## src/rtl/alu_acc_sequencer.sv

```systemverilog
// alu_acc_sequencer
//   Issue stage in front of a 16-bit single-operand combinational ALU.
//   Commands {load, opcode, data} are buffered in a DEPTH-entry FIFO. The
//   sequencer pops one command at a time, drives the ALU from the accumulator,
//   writes the ALU result (or the load value) back into the accumulator, and
//   presents that value on a valid/ready output port.
//
// Handshake rules (both ports): a transfer happens on a rising edge where
//   valid && ready. Once out_valid is raised, it stays high and out_data stays
//   constant until the transfer completes. in_ready depends only on the
//   registered FIFO occupancy. It never depends on in_valid or on a pop
//   happening in the same cycle.
//
// Ports:
//   clk, rst_n         clock, synchronous active-low reset
//   in_valid/in_ready  command handshake; in_load, in_opcode, in_data payload
//   alu_a, alu_opcode  ALU operand (always acc) and current/last opcode
//   alu_result         combinational ALU result, same cycle
//   out_valid/out_ready/out_data  result handshake
//   acc                current accumulator
//   busy               FSM not idle or FIFO non-empty
//   fifo_count         FIFO occupancy
//   fsm_state          FSM state for observation (0 IDLE, 1 EXEC, 2 WAIT_OUT)
module alu_acc_sequencer #(
  parameter int DATA_W = 16,
  parameter int OPC_W  = 3,
  parameter int DEPTH  = 4
) (
  input  logic                       clk,
  input  logic                       rst_n,
  input  logic                       in_valid,
  output logic                       in_ready,
  input  logic                       in_load,
  input  logic [OPC_W-1:0]           in_opcode,
  input  logic [DATA_W-1:0]          in_data,
  output logic [DATA_W-1:0]          alu_a,
  output logic [OPC_W-1:0]           alu_opcode,
  input  logic [DATA_W-1:0]          alu_result,
  output logic                       out_valid,
  input  logic                       out_ready,
  output logic [DATA_W-1:0]          out_data,
  output logic [DATA_W-1:0]          acc,
  output logic                       busy,
  output logic [$clog2(DEPTH+1)-1:0] fifo_count,
  output logic [1:0]                 fsm_state
);

  localparam int CNT_W   = $clog2(DEPTH + 1);
  localparam int PTR_W   = $clog2(DEPTH);
  localparam int ENTRY_W = 1 + OPC_W + DATA_W;

  typedef enum logic [1:0] {
    IDLE     = 2'd0,
    EXEC     = 2'd1,
    WAIT_OUT = 2'd2
  } state_t;

  state_t state;

  // ---------------------------------------------------------------------------
  // Command FIFO
  // ---------------------------------------------------------------------------
  logic [ENTRY_W-1:0] mem [DEPTH];
  logic [PTR_W-1:0]   wr_ptr;
  logic [PTR_W-1:0]   rd_ptr;
  logic               push;
  logic               pop;
  logic [ENTRY_W-1:0] head;

  assign in_ready = (fifo_count < CNT_W'(DEPTH));
  assign push     = in_valid && in_ready;
  // Pops happen only from IDLE, so a command never overlaps a pending result.
  assign pop      = (state == IDLE) && (fifo_count != '0);
  assign head     = mem[rd_ptr];

  // Storage needs no reset: the pointers and count define which entries are valid.
  always_ff @(posedge clk) begin
    if (push) begin
      mem[wr_ptr] <= {in_load, in_opcode, in_data};
    end
  end

  // DEPTH is a power of two, so the pointers wrap naturally.
  always_ff @(posedge clk) begin
    if (!rst_n) begin
      wr_ptr     <= '0;
      rd_ptr     <= '0;
      fifo_count <= '0;
    end else begin
      if (push) wr_ptr <= wr_ptr + PTR_W'(1);
      if (pop)  rd_ptr <= rd_ptr + PTR_W'(1);
      case ({push, pop})
        2'b10:   fifo_count <= fifo_count + CNT_W'(1);
        2'b01:   fifo_count <= fifo_count - CNT_W'(1);
        default: fifo_count <= fifo_count;
      endcase
    end
  end

  // ---------------------------------------------------------------------------
  // Issue FSM
  // ---------------------------------------------------------------------------
  logic              cmd_load;
  logic [DATA_W-1:0] cmd_data;

  always_ff @(posedge clk) begin
    if (!rst_n) begin
      state      <= IDLE;
      acc        <= '0;
      out_data   <= '0;
      out_valid  <= 1'b0;
      alu_opcode <= '0;
      cmd_load   <= 1'b0;
      cmd_data   <= '0;
    end else begin
      case (state)
        IDLE: begin
          if (pop) begin
            {cmd_load, alu_opcode, cmd_data} <= head;
            state <= EXEC;
          end
        end
        EXEC: begin
          // alu_result reflects alu_a = acc and alu_opcode during this cycle.
          acc       <= cmd_load ? cmd_data : alu_result;
          out_data  <= cmd_load ? cmd_data : alu_result;
          out_valid <= 1'b1;
          state     <= WAIT_OUT;
        end
        WAIT_OUT: begin
          if (out_ready) begin
            out_valid <= 1'b0;
            state     <= IDLE;
          end
        end
        default: state <= IDLE;
      endcase
    end
  end

  assign alu_a     = acc;
  assign busy      = (state != IDLE) || (fifo_count != '0);
  assign fsm_state = state;

endmodule

```

## config.mk

```make
export PLATFORM = sky130hd
export DESIGN_NAME = alu_acc_sequencer
export DESIGN_NICKNAME = d
export VERILOG_FILES = /design/src/rtl/alu_acc_sequencer.sv
export SDC_FILE = /design/constraint.sdc
export NUM_CORES = 1
export LEC_CHECK = 0
export BUFFER_PORTS_ARGS = -buffer_cell sky130_fd_sc_hd__buf_2
export CAP_MARGIN = 40
export CELL_PAD_IN_SITES_DETAIL_PLACEMENT = 1
export CELL_PAD_IN_SITES_GLOBAL_PLACEMENT = 2
export CORE_ASPECT_RATIO = 2
export CORE_MARGIN = 2
export CORE_UTILIZATION = 41
export CTS_CLUSTER_DIAMETER = 30
export DETAILED_ROUTE_END_ITERATION = 8
export PLACE_DENSITY_LB_ADDON = 0.1
export SLEW_MARGIN = 20
export SYNTH_ARGS = -nofsm -noshare
export SYNTH_HDL_FRONTEND = slang
export SYNTH_SLANG_ARGS = --single-unit
```

## constraint.sdc

```tcl
create_clock -name clk -period 4.35 [get_ports clk]
set_input_delay 0.6525 -clock clk [delete_from_list [all_inputs] [get_ports clk]]
set_output_delay 0.6525 -clock clk [all_outputs]
set_load 0.01 [all_outputs]
```

==> results of run 1 <==
-- metrics by stage --
step	util (%)	instances	area [sq um]
2_1_floorplan	-	319	5000
3_3_place_gp	44.3	513	5340
3_5_place_dp	45.2	520	5440
4_1_cts	50.1	552	6040
5_1_grt	50.2	553	6060
6_report	50.2	553	6060
-- state kept, by name (all words and copies together) (netlist names), 2 cells and up --
name        count
mem            80
acc            16
cmd_data       16
alu_opcode      3
fifo_count      3
fsm_state       2
rd_ptr          2
wr_ptr          2
-- layout make-up --
type,count,area (sq um)
inverter,9,33.8
multi-input combinational,132,1310
clock buffer,17,425
clock inverter,15,173
tap,147,184
timing repair buffer,107,611
sequential,126,3320
fill,1212,6000
-- cell families after synthesis --
group | count (synthesis) | share of synthesized area (%)
mux | 38 | 12.7
simple gates | 39 | 3.83
buf+inv | 61 | 7.82
xor+xnor | 3 | 0.525
flops | 126 | 66.4
fa+ha+maj | 6 | 1.65
compound gates | 46 | 7.03
-- cells in the mapped netlist (2+ instances only) --
master	count	area share, %
a211oi_1	16	2.4
a21oi_1	5	0.50
a22o_1	20	3.5
and2_1	4	0.50
buf_2	10	1.0
buf_4	34	5.1
buf_6	3	0.67
clkbuf_1	4	0.30
dfxtp_1	46	18
edfxtp_1	80	48
ha_1	5	1.3
inv_1	9	0.67
mux2i_1	18	3.6
mux4_1	2	1.0
mux4_2	18	8.1
nand2_1	2	0.15
nor2_1	24	1.8
nor2b_1	2	0.25
o21ai_0	3	0.30
xor2_1	2	0.35
-- per-layer routing --
layer  GRT usage [%]  vias to the layer above  wire [um]
li1                -                     1324          -
met1            17.9                     1367       3830
met3            4.52                       11        413
met4            7.05                        0        172
met5               0                        -          0
met2            27.0                       83       5200
-- worst max path at each step --
stage | start | endpoint | slack [ns] | cells past startpoint
floorplan | in_valid | fifo_count[2] | 2.15 | 9
detailed placement | in_valid | mem[0][17] | 1.99 | 4
global placement | rst_n | cmd_data[2] | 1.91 | 4
CTS | fifo_count[0] | busy | 2.06 | 3
finish | fifo_count[0] | busy | 2.13 | 3
global route | fifo_count[0] | busy | 2.01 | 3
-- power by group through the flow --
| stage | registers [W] | logic (W) | clock network (W) |
|---|---|---|---|
| finish | 0.00172 | 0.00114 | 0.00141 |
| global route | 0.00177 | 0.00128 | 0.00149 |
| CTS | 0.00173 | 0.00117 | 0.00144 |
| detailed placement | 0.00175 | 0.00117 | 0 |
| global placement | 0.00178 | 0.00106 | 0 |
| floorplan | 0.00172 | 0.000910 | 0 |
==> results.json, run 1 <==
{
  "start_kind": "register",
  "switchingPower_w": 0.00134,
  "final_hold_viol_count": 0,
  "critPathSlowestCell": "nor3_2",
  "tns_ns": 0,
  "die_width_um": 82.1,
  "finalSetupViolCount": 0,
  "cap_viol_max_count": 0,
  "post-route-min-period_ns": 2.22,
  "ys_ff_latch": 126,
  "drive_gt1_share_pct": 39.4,
  "coreArea_sq_um": 12100,
  "reg2reg_to": "fifo_count[2]",
  "whs_ns": 0.452,
  "vias_per_cell": 5.04,
  "first_iter_violations": 69,
  "path_class": "register to output port",
  "cp.buffers_inverters": 1,
  "finalWeightedCongestion": 0.688,
  "clk_path_buf_depth": 2,
  "cp_slowest_stage_delay_ns": 0.51,
  "pre_cts_ws_ns": 1.99,
  "status": "completed",
  "clock_latency_ns": 0.41,
  "crit_arrival_ns": 1.57,
  "clkTransAtPathRegs_ns": 0.06,
  "cts_tree": "done",
  "grt-ovfl-total": 0,
  "routed-via-count": 2785,
  "crit_path_cell_trace": "nor3_2 > nand2_1 > buf_2",
  "fin_crit_sh_pct": 51.0,
  "drt-total-wl_mm": 9.61,
  "reg2reg_setup_slack_ns": 2.31,
  "max_freq_mhz": 451,
  "r2r-start": "fifo_count[2]",
  "switching_share_pct": 31.2,
  "cts-resized-gates": 0,
  "worst_slack_ns": 2.13,
  "pwr-share-clk_pct": 33.0,
  "pwr-share-seq_pct": 40.2,
  "clock_skew_ns": 0.0114,
  "antenna_found_initial": 0,
  "layout_common_cells": "98 x buf_2, 80 x edfxtp_1, 46 x dfxtp_1",
  "cp.required_ns": 3.70,
  "hpwlAfterDp_mm": 6.88,
  "p_leak_nw": 2.34,
  "drv_slew": 0,
  "grt_start_max_net_pins": 34,
  "pwr-share-comb_pct": 26.8,
  "area_delta_synth_final_pct": 21.0,
  "rsz0062_at_grt": "no",
  "ir_worst_vdd_mv": 0.445,
  "antenna_cells": 0,
  "dieArea_sq_um": 13200,
  "power_w": 0.00428,
  "cp_max_fo": 7,
  "worstSetupEndpointType": "output port",
  "clock_sinks": 126,
  "slew_headroom_pct": 49.0,
  "cts_hold_buf": 0,
  "wl_per_cell_um": 17.4,
  "synth.avg_cell_area_sq_um": 15.7,
  "synth_cell_type_count": 32,
  "ys_warn_count": 0,
  "root_buffer": "clkbuf_16",
  "hold_start": "in_opcode[0]",
  "syn_area_sq_um": 5000,
  "ios": 99,
  "ys.flop_type": "edfxtp_1",
  "final_common_cell": "buf_2",
  "async_flop_share_pct": 0,
  "power.density_nw_per_um2": 706,
  "synthCells": 319,
  "dr.pass1.iters": 4,
  "portBuffers": 98,
  "initial_utilization_pct": 41.5,
  "row_count": 57,
  "worst_slew_pin_slew_ns": 0.765,
  "internal_power_w": 0.00294,
  "track_usage_pct": 15.9,
  "drtAntennaViolNets": 0,
  "r2r_cells": 8,
  "synth_nets": 365,
  "ys_seq_area_share_pct": 66.4,
  "holdPathEnd": "mem[1][16]",
  "die_y_um": 160,
  "num-nets-final": 439,
  "grt_pass1_wl_mm": 15.1,
  "min_path_cells": 1,
  "crit_family": "simple AND/OR/NAND/NOR gates",
  "min-delay-path-class": "primary input to register",
  "drc": 0,
  "grt_pass1_vias": 2891,
  "cts_made_buffers": 17,
  "synth_edf_count": 80,
  "ctsHtreeMaxLevel": 4,
  "postCtsSetupBuffers": 0
}
No activity file was read; power rests on OpenSTA's default activity.
==> run 2: changes to the inputs <==
--- a/config.mk
+++ b/config.mk
@@ -11,7 +11,7 @@
 export CELL_PAD_IN_SITES_GLOBAL_PLACEMENT = 2
 export CORE_ASPECT_RATIO = 2
 export CORE_MARGIN = 2
-export CORE_UTILIZATION = 41
+export CORE_UTILIZATION = 38
 export CTS_CLUSTER_DIAMETER = 30
 export DETAILED_ROUTE_END_ITERATION = 8
 export PLACE_DENSITY_LB_ADDON = 0.1
==> constraint.sdc (replaced) <==
create_clock -name clk -period 2.3 [get_ports clk]
set_input_delay 0.345 -clock clk [delete_from_list [all_inputs] [get_ports clk]]
set_output_delay 0.345 -clock clk [all_outputs]
set_load 0.01 [all_outputs]
==> results.json, run 2 (synthesized netlist as in run 1, its figures left out) <==
{
  "status": "completed",
  "grt_use_met2_pct": 26.8,
  "wl_per_cell_um": 18.4,
  "rsz0062_at_grt": "no",
  "vias_per_cell": 5.03,
  "grt-ovfl-total": 0,
  "grt_pass1_vias": 3034,
  "gr-usage-met1_pct": 18.3,
  "cap_viol_max_count": 0,
  "power.density_nw_per_um2": 1330,
  "final_area_sq_um": 6000,
  "finalSetupViolCount": 0,
  "drt-total-wl_mm": 10.3,
  "grt_start_max_net_pins": 33,
  "drc": 0,
  "start_kind": "register",
  "cts_hold_buf": 0,
  "drv_slew": 0,
  "row_count": 59,
  "cts_tree": "done",
  "num-fill-cells": 1311,
  "ctsHtreeMaxLevel": 4,
  "clock_skew_ns": 0.0108,
  "fin_crit_sh_pct": 91.0,
  "largest_reg_flops": 80,
  "min-delay-path-class": "primary input to register",
  "track_usage_pct": 15.6,
  "dieArea_sq_um": 14200,
  "cts-resized-gates": 0,
  "root_buffer": "clkbuf_16",
  "busiest_layer": "met2",
  "hpwlAfterDp_mm": 6.70,
  "area_delta_synth_final_pct": 19.9,
  "antenna_cells": 0,
  "final_common_cell": "buf_2",
  "stdcell_count": 562,
  "ir_worst_vdd_mv": 0.621,
  "use_met3_pct": 3.73,
  "crit_arrival_ns": 2.43,
  "clock_sinks": 126,
  "clock_latency_ns": 0.41,
  "dr.pass1.iters": 4,
  "drive_gt1_share_pct": 39.8,
  "antenna_found_initial": 0,
  "regMostFlops": "mem",
  "worst_slew_pin_slew_ns": 0.529,
  "first_iter_violations": 82,
  "clk_path_buf_depth": 2,
  "cp_max_fo": 7,
  "dp.cells": 530,
  "die_y_um": 166,
  "drtAntennaViolNets": 0,
  "die_width_um": 85.2,
  "num-nets-final": 443,
  "finalWeightedCongestion": 0.683,
  "pre_cts_ws_ns": 0.214,
  "final_hold_viol_count": 0,
  "post-route-min-period_ns": 2.09,
  "portBuffers": 98,
  "slew_headroom_pct": 64.6,
  "worstSetupEndpointType": "register",
  "dpl_cell_area_sq_um": 5440,
  "routed-via-count": 2826,
  "max_freq_mhz": 478,
  "grt_pass1_wl_mm": 16.6,
  "cts_made_buffers": 17,
  "coreArea_sq_um": 12900,
  "tns_ns": 0,
  "path_class": "register to register",
  "layout_common_cells": "98 x buf_2, 80 x edfxtp_1, 46 x dfxtp_1",
  "worst_slack_ns": 0.208,
  "clkTransAtPathRegs_ns": 0.06,
  "p_leak_nw": 2.31,
  "initial_utilization_pct": 38.7,
  "cp.required_ns": 2.64,
  "ios": 99,
  "postCtsSetupBuffers": 0,
  "largestRegisters": "mem: 80 flops, acc: 16 flops, cmd_data: 16 flops"
}
-- run 2: area by class of cell --
| class | count | area [sq um] | share of cell area, % |
|---|---|---|---|
| Sequential cell | 126 | 3320 | 55.4 |
| Multi-Input combinational cell | 132 | 1300 | 21.7 |
| Timing Repair Buffer | 111 | 588 | 9.80 |
| Clock inverter | 14 | 136 | 2.27 |
| Inverter | 9 | 33.8 | 0.563 |
| Clock buffer | 18 | 429 | 7.15 |
| Tap cell | 152 | 190 | 3.17 |
-- run 2: per-stage QoR --
stage | utilization, % | hold slack [ns] | total power, W
global route | 46.5 | 0.140 | 0.00847
detailed placement | 42.1 | 0.472 | 0.00555
CTS | 46.5 | 0.132 | 0.00812
floorplan | - | 0.442 | 0.00497
finish | 46.5 | 0.151 | 0.00799
global placement | 42.1 | 0.461 | 0.00548
-- run 2: worst max-delay path, cell delays in order (launching register included) --
cell	delay, ns
dfxtp_1	0.44
nor3_2	0.13
nor3_1	0.19
ha_1	0.22
inv_1	0.06
fa_1	0.37
xor2_1	0.16
or3_1	0.30
a21oi_1	0.16
-- run 2: power by group --
part / internal, W / switching [W] / total, W / leakage [nW]
registers: 0.00292 / 0.000272 / 0.00319 / 1.11
clock network: 0.00151 / 0.00103 / 0.00254 / 0.262
logic: 0.00101 / 0.00126 / 0.00226 / 0.942
-- run 2: metal layers --
metal / routed length [um] / part of all wire [%]
met1: 4210 / 41
met2: 5520 / 53
met3: 470 / 4.5
met4: 152 / 1.5
met5: 0 / 0
-- run 2: path summary, 6_finish.rpt --
check | startpoint | slack [ns] | cells after the start | endpoint
min reg2reg | cmd_data[14] | 0.48 | 1 | cmd_data[14]
min | in_data[5] | 0.15 | 1 | mem[0][5]
max | fifo_count[2] | 0.21 | 8 | fifo_count[2]
max reg2reg | fifo_count[2] | 0.21 | 8 | fifo_count[2]
